**src/rtl/puf_eval_sequencer.sv**
```systemverilog
// Sequences PUF reset, trigger and settle for one or more evaluations of a latched challenge,
// then presents the majority-voted XOR response with a valid/ack handshake.
module puf_eval_sequencer #(
    parameter int unsigned CHALLENGE_WIDTH  = 64,
    parameter int unsigned PDL_CONFIG_WIDTH = 64,
    parameter int unsigned RESPONSE_WIDTH   = 6,
    parameter int unsigned RESET_CYCLES     = 2,
    parameter int unsigned SETTLE_CYCLES    = 15,
    parameter int unsigned REPEAT_WIDTH     = 8
) (
    input  logic                        clk,
    input  logic                        reset,
    input  logic                        start,
    input  logic [CHALLENGE_WIDTH-1:0]  challenge_in,
    input  logic [PDL_CONFIG_WIDTH-1:0] pdl_config_in,
    input  logic [REPEAT_WIDTH-1:0]     repeat_count,
    output logic                        busy,
    output logic [CHALLENGE_WIDTH-1:0]  puf_challenge,
    output logic [PDL_CONFIG_WIDTH-1:0] puf_pdl_config,
    output logic                        puf_trigger,
    output logic                        puf_reset,
    input  logic [RESPONSE_WIDTH-1:0]   puf_raw_response,
    input  logic                        puf_xor_response,
    output logic                        result_valid,
    input  logic                        result_ack,
    output logic [RESPONSE_WIDTH-1:0]   result_raw,
    output logic                        result_xor,
    output logic [REPEAT_WIDTH-1:0]     result_ones,
    output logic [REPEAT_WIDTH-1:0]     result_count
);

    localparam int unsigned TimerMax   = (RESET_CYCLES > SETTLE_CYCLES) ? RESET_CYCLES
                                                                       : SETTLE_CYCLES;
    localparam int unsigned TimerWidth = (TimerMax > 1) ? $clog2(TimerMax) : 1;

    typedef enum logic [2:0] {StIdle, StPrst, StArm, StSample, StDone} state_e;

    state_e                  state_q, state_d;
    logic [TimerWidth-1:0]   timer_q, timer_d;
    logic [REPEAT_WIDTH-1:0] reps_q;
    logic [REPEAT_WIDTH-1:0] ones_next, count_next;

    // result_ones/result_count double as the running accumulators.
    assign ones_next  = result_ones + REPEAT_WIDTH'(puf_xor_response);
    assign count_next = result_count + REPEAT_WIDTH'(1);

    always_comb begin
        state_d = state_q;
        timer_d = timer_q;
        case (state_q)
            StIdle: begin
                timer_d = '0;
                if (start) state_d = StPrst;
            end
            StPrst: begin
                if (timer_q == TimerWidth'(RESET_CYCLES - 1)) begin
                    state_d = StArm;
                    timer_d = '0;
                end else begin
                    timer_d = timer_q + TimerWidth'(1);
                end
            end
            StArm: begin
                if (timer_q == TimerWidth'(SETTLE_CYCLES - 1)) begin
                    state_d = StSample;
                    timer_d = '0;
                end else begin
                    timer_d = timer_q + TimerWidth'(1);
                end
            end
            StSample: begin
                timer_d = '0;
                state_d = (count_next == reps_q) ? StDone : StPrst;
            end
            StDone: begin
                if (result_ack) state_d = StIdle;
            end
            default: state_d = StIdle;
        endcase
    end

    always_ff @(posedge clk) begin
        if (reset) begin
            state_q        <= StIdle;
            timer_q        <= '0;
            reps_q         <= '0;
            busy           <= 1'b0;
            puf_trigger    <= 1'b0;
            puf_reset      <= 1'b1;
            result_valid   <= 1'b0;
            puf_challenge  <= '0;
            puf_pdl_config <= '0;
            result_raw     <= '0;
            result_xor     <= 1'b0;
            result_ones    <= '0;
            result_count   <= '0;
        end else begin
            state_q      <= state_d;
            timer_q      <= timer_d;
            // Outputs are registered from the next state so they align with state_q.
            busy         <= (state_d != StIdle);
            puf_trigger  <= (state_d == StArm);
            puf_reset    <= (state_d == StIdle) || (state_d == StPrst) || (state_d == StDone);
            result_valid <= (state_d == StDone);

            if (state_q == StIdle && start) begin
                puf_challenge  <= challenge_in;
                puf_pdl_config <= pdl_config_in;
                reps_q         <= (repeat_count == '0) ? REPEAT_WIDTH'(1) : repeat_count;
                result_ones    <= '0;
                result_count   <= '0;
                result_xor     <= 1'b0;
            end

            if (state_q == StSample) begin
                result_raw   <= puf_raw_response;
                result_ones  <= ones_next;
                result_count <= count_next;
                // Strict majority; a tie resolves to 0.
                result_xor   <= ({ones_next, 1'b0} > {1'b0, count_next});
            end
        end
    end

endmodule

```
**config.mk**
```make
export PLATFORM = sky130hd
export DESIGN_NAME = puf_eval_sequencer
export DESIGN_NICKNAME = d
export VERILOG_FILES = /design/src/rtl/puf_eval_sequencer.sv
export SDC_FILE = /design/constraint.sdc
export NUM_CORES = 1
export LEC_CHECK = 0
export BUFFER_PORTS_ARGS = -buffer_cell sky130_fd_sc_hd__buf_2
export CAP_MARGIN = 0
export CORE_MARGIN = 3
export CORE_UTILIZATION = 48
export CTS_BUF_LIST = sky130_fd_sc_hd__clkbuf_2
export DETAILED_ROUTE_END_ITERATION = 7
export PLACE_DENSITY_LB_ADDON = 0.05
export SLEW_MARGIN = 10
export SYNTH_ARGS = -nofsm -noshare
export SYNTH_HDL_FRONTEND = slang
export SYNTH_SLANG_ARGS = --single-unit
```
**constraint.sdc**
```tcl
create_clock -name clk -period 2.9 [get_ports clk]
set_input_delay 0.145 -clock clk [delete_from_list [all_inputs] [get_ports clk]]
set_output_delay 0.145 -clock clk [all_outputs]
set_load 0.05 [all_outputs]
```
; Word level (Yosys, flattened, before mapping)
; Cells that the tools add are included.
[totals]
regBits = 170
in_bits = 147
out_inout_bits = 155
elab_cells = 52
[op_classes]
addsub = 3
order_cmp = 1
n_eq_ne = 10
n_mux = 15
n_reduce_logical = 10
[ops]
columns = op, n
row1 = two-way mux 8 bit, 4
row2 = two-way mux 3 bit, 5
row3 = case mux 3 bit (5 select lines), 1
row4 = case mux 4 bit (3 select lines), 1
row5 = == test 3 x 2 -> 1 bit (second input constant), 3
row6 = greater-than comparator 9 x 8 -> 1 bit, 1
row7 = adder 8 x 1 -> 8 bit, 1
row8 = adder 8 x 1 -> 8 bit (second input constant), 1
row9 = == test 8 bit, 1
row10 = logical NOT 8 bit, 1
row11 = two-way mux 4 bit, 2
row12 = == test 3 x 1 -> 1 bit (second input constant), 2
row13 = == test 3 bit (second input constant), 2
row14 = logical NOT 3 bit, 2
row15 = nonzero test 3 bit, 2
row16 = adder 4 x 1 -> 4 bit (second input constant), 1
row17 = == test 4 x 1 -> 1 bit (second input constant), 1
row18 = == test 4 bit (second input constant), 1
row19 = logical OR 1 bit, 2
row20 = two-way mux 1 bit, 2
row21 = nonzero test 2 bit, 1
row22 = OR reduction 2 bit, 1
row23 = logical AND 1 bit, 1

; Longest topological paths before layout
[logic_depth]
word_depth = 7
mapped_depth = 11
ltp_nobuf = 11

; Worst setup path before layout
; OpenSTA, ideal clock, no wires.
[synth_timing]
path_kind = register -> register
from = register result_ones[0]
to = register result_xor
setup_ns = 0.132
arrival_ns = 2.467
required_ns = 2.768
path_slack_ns = 0.300
path_stages_with_launch = 10
n_path_buf = 0
period_less_slack_ns = 2.600
cell_sequence = dfxtp_1 ha_1 ha_1 nand3_1 xnor2_1 ha_1 a2111oi_0 o21ai_0 a22oi_1 a21oi_1
[synth_between]
elab_chain_len = 3
[synth_rtl]
columns = item, line_no
row1 = "start, declared", 28  ; output logic [REPEAT_WIDTH-1:0] result_ones,
row2 = "start signal, assigned", 117  ; result_ones <= ones_next;
row3 = adder 8 x 1 -> 8 bit, 44  ; assign ones_next = result_ones + REPEAT_WIDTH'(puf_xor_response);
row4 = greater-than comparator 9 x 8 -> 1 bit, 120  ; result_xor <= ({ones_next, 1'b0} > {1'b0, count_next});
row5 = two-way mux 1 bit, 115  ; if (state_q == StSample) begin
row6 = "end signal, assigned", 120
row7 = "end, declared", 27  ; output logic result_xor,
; No other way between the ends.
; A chain may end at the register's enable or synchronous reset.

; Worst setup path after layout
; Ends and elaborated chain as after synthesis.

==> flow_summary.json <==
{
  "cp-start-kind": "flip-flop",
  "tightest_slew_ns": 0.764,
  "area_growth_syn_to_layout_pct": 55.0,
  "start_util": 0.496,
  "min_delay_worst_endpoint": "puf_challenge[4]",
  "dieArea_mm2": 0.0152,
  "hpwl_um": 12900,
  "grtUsageTotal": 0.292,
  "ios": 302,
  "reg2regPathDepth": 9,
  "syn_avg_cell_area_um2": 7.92,
  "arrival_ns": 3.11,
  "grt_first_pass_wirelength_um": 35400,
  "required_ns": 3.49,
  "synth_edf_count": 0,
  "netlist_area_mm2": 0.00663,
  "numPlacedInstances": 1256,
  "via_per_inst": 5.09,
  "setup_viol": 0,
  "fp.dieW_um": 123,
  "slew_viol_final": 0,
  "clk_path_buf_depth": 2,
  "postSynthCellCount": 836,
  "syn_nets": 993,
  "holdCritPathClass": "input port to flip-flop",
  "p_leak_nw": 4.81,
  "first_pass_iters": 5,
  "register_area_mm2": 0.00340,
  "min_period_ns": 2.52,
  "fmax_mhz": 397,
  "yosys.area.top_type": "dfxtp_1",
  "r2r-start": "result_ones[0]",
  "cap_violations": 0,
  "antenna_found_initial": 0,
  "async_flop_share": 0,
  "status": "completed",
  "clock-sinks": 170,
  "setup_tns_ns": 0,
  "cts_made_buffers": 17,
  "hold_path_depth": 4,
  "root_buffer": "clkbuf_2",
  "fill_cells": 959,
  "reg2reg_to": "result_xor",
  "num_rows": 42,
  "yosys.cell_types.count": 43,
  "path_max_fanout": 4,
  "dr_total_vias": 7508,
  "drc": 0,
  "multi_input_area_mm2": 0.00292,
  "hold_path.startpoint": "challenge_in[4]",
  "skew_ns": 0.0365,
  "cts_setup_buffers": 0,
  "fin_nets": 1443,
  "fin_cells": 1476,
  "yosysTopAreaCellShare": 0.514,
  "reg2reg_setup_slack_ns": 0.38,
  "die_y_um": 123,
  "clk_pin_slew_ns": 0.26,
  "relSlewSlack": 0.491,
  "synth-warning-count": 0,
  "core_mm2": 0.0133,
  "ys.flop_type": "dfxtp_1",
  "port-buffer-count": 301,
  "synth-seq-cells": 170,
  "first_global_vias": 7481,
  "grt_max_degree": 138,
  "min_period_over_period": 0.868,
  "ir_worst_vdd_mv": 0.431,
  "layout-drive-gt1-share": 0.260,
  "htreeDepth": 4,
  "detail-route-antenna-nets": 0,
  "finalHoldViolations": 0,
  "first_iter_violations": 545,
  "gp_congestion": 0.853,
  "synth_seq_area_share": 0.514,
  "rsz0062_at_grt": "false",
  "critical_path_class": "flip-flop to flip-flop",
  "powerDensity_mw_per_mm2": 498,
  "grt-ovfl-total": 0,
  "cts_tree": "built",
  "synth_area_leaders": "dfxtp_1, nand2_1, a21oi_1",
  "clock_latency_ns": 0.74,
  "wirelength_um": 22800,
  "crit_path_end_kind": "flip-flop",
  "post_drt_wl_per_cell_um": 15.4
}
-- layout by cell type (no fill, tap or decap), drive strengths merged, types with 11 or more instances in the layout --
cell type,netlist,routed
nor2,24,24
dfxtp,170,170
a21oi,163,163
o21ai,11,11
xor2,11,11
dlygate4sd3,0,187
nand2,291,291
clkbuf,37,18
buf,26,307
-- critical path, stage by stage, from the launching register on --
cell	delay [ns]
dfxtp_1	0.41
ha_1	0.21
ha_1	0.24
nand3_1	0.17
xnor2_1	0.23
ha_1	0.30
a2111oi_0	0.38
o21ai_0	0.14
a22oi_1	0.19
a21oi_1	0.09
-- what timing repair did --
action / in CTS / in global routing
hold buffers: 187 / 0
hold endpoints to repair: 164 / 0
resized for setup: 0 / 0
-- layout make-up --
class / count / share of cell area
Timing Repair Buffer: 494 / 0.337
Sequential cell: 170 / 0.331
Multi-Input combinational cell: 597 / 0.284
Tap cell: 176 / 0.0214
Clock inverter: 14 / 0.0149
Clock buffer: 18 / 0.00877
Inverter: 6 / 0.00219
Antenna cell: 1 / 0.000244
-- where the power goes --
group	total (mW)	internal (mW)	switching, mW
logic	1.28	0.442	0.842
clock network	1.28	0.471	0.813
registers	2.55	2.48	0.0745
-- worst max path at each step --
stage | to | startpoint | slack [ns] | cells after the start
2_1_floorplan | result_xor | result_ones[0] | 0.30 | 9
3_3_place_gp | result_xor | result_count[0] | 0.51 | 8
3_5_place_dp | result_xor | result_ones[0] | 0.47 | 9
4_1_cts | result_xor | result_ones[0] | 0.37 | 9
5_1_grt | result_xor | result_ones[0] | 0.15 | 9
6_report | result_xor | result_ones[0] | 0.38 | 9
-- cells by family after synthesis --
family,after synthesis,share of synthesized area
AND/OR/NAND/NOR,363,0.227
multiplexers,1,0.00151
adder cells (fa/ha/maj),10,0.0189
buffers and inverters,69,0.0472
XOR/XNOR,21,0.0278
AO/OA/AOI/OAI,202,0.164
flip-flops,170,0.514
-- Yosys cell counts, drive strengths merged, types with 2 or more instances --
cell / n
a2bb2oi: 2
or4: 3
a21o: 5
buf: 26
a211oi: 4
o22ai: 2
nor4b: 2
xnor2: 10
dfxtp: 170
nand4: 3
nand2b: 2
and3: 4
o21ai: 11
or3: 5
and4b: 2
nor3: 4
nor2b: 5
a22oi: 6
nand3b: 5
clkbuf: 37
nor2: 24
nand2: 291
nor4: 3
nand3: 7
ha: 10
a21oi: 163
a2111oi: 2
xor2: 11
inv: 6
-- layer usage --
layer  global-route usage  vias up  part of all wire
met5                    0        -                 0
met4                0.149        0             0.051
met3               0.0906       93             0.072
met2                0.502      319              0.50
met1                0.324     3427              0.38
li1                     -     3669                 -
-- registers in the layout (all words and copies together), names as in the netlist --
register and cells:
puf_challenge 64, puf_trigger 1, result_raw 6, busy 1, result_count 8, result_ones 8, result_xor 1, state_q 3
puf_reset 1, result_valid 1, reps_q 8, puf_pdl_config 64, timer_q 4
-- stage by stage --
step | power [mW] | hold WS (ns) | utilization | setup WS [ns] | cell area (um^2)
floorplan | 3.35 | 0.281 | - | 0.300 | 6630
global placement | 3.64 | 0.385 | 0.611 | 0.513 | 8150
detailed placement | 3.65 | 0.390 | 0.611 | 0.467 | 8150
CTS | 5.11 | 0.0929 | 0.769 | 0.371 | 10300
global route | 5.34 | 0.0926 | 0.769 | 0.152 | 10300
finish | 5.12 | 0.138 | 0.769 | 0.382 | 10300
Note: power is estimated with default switching activity, not from simulation.
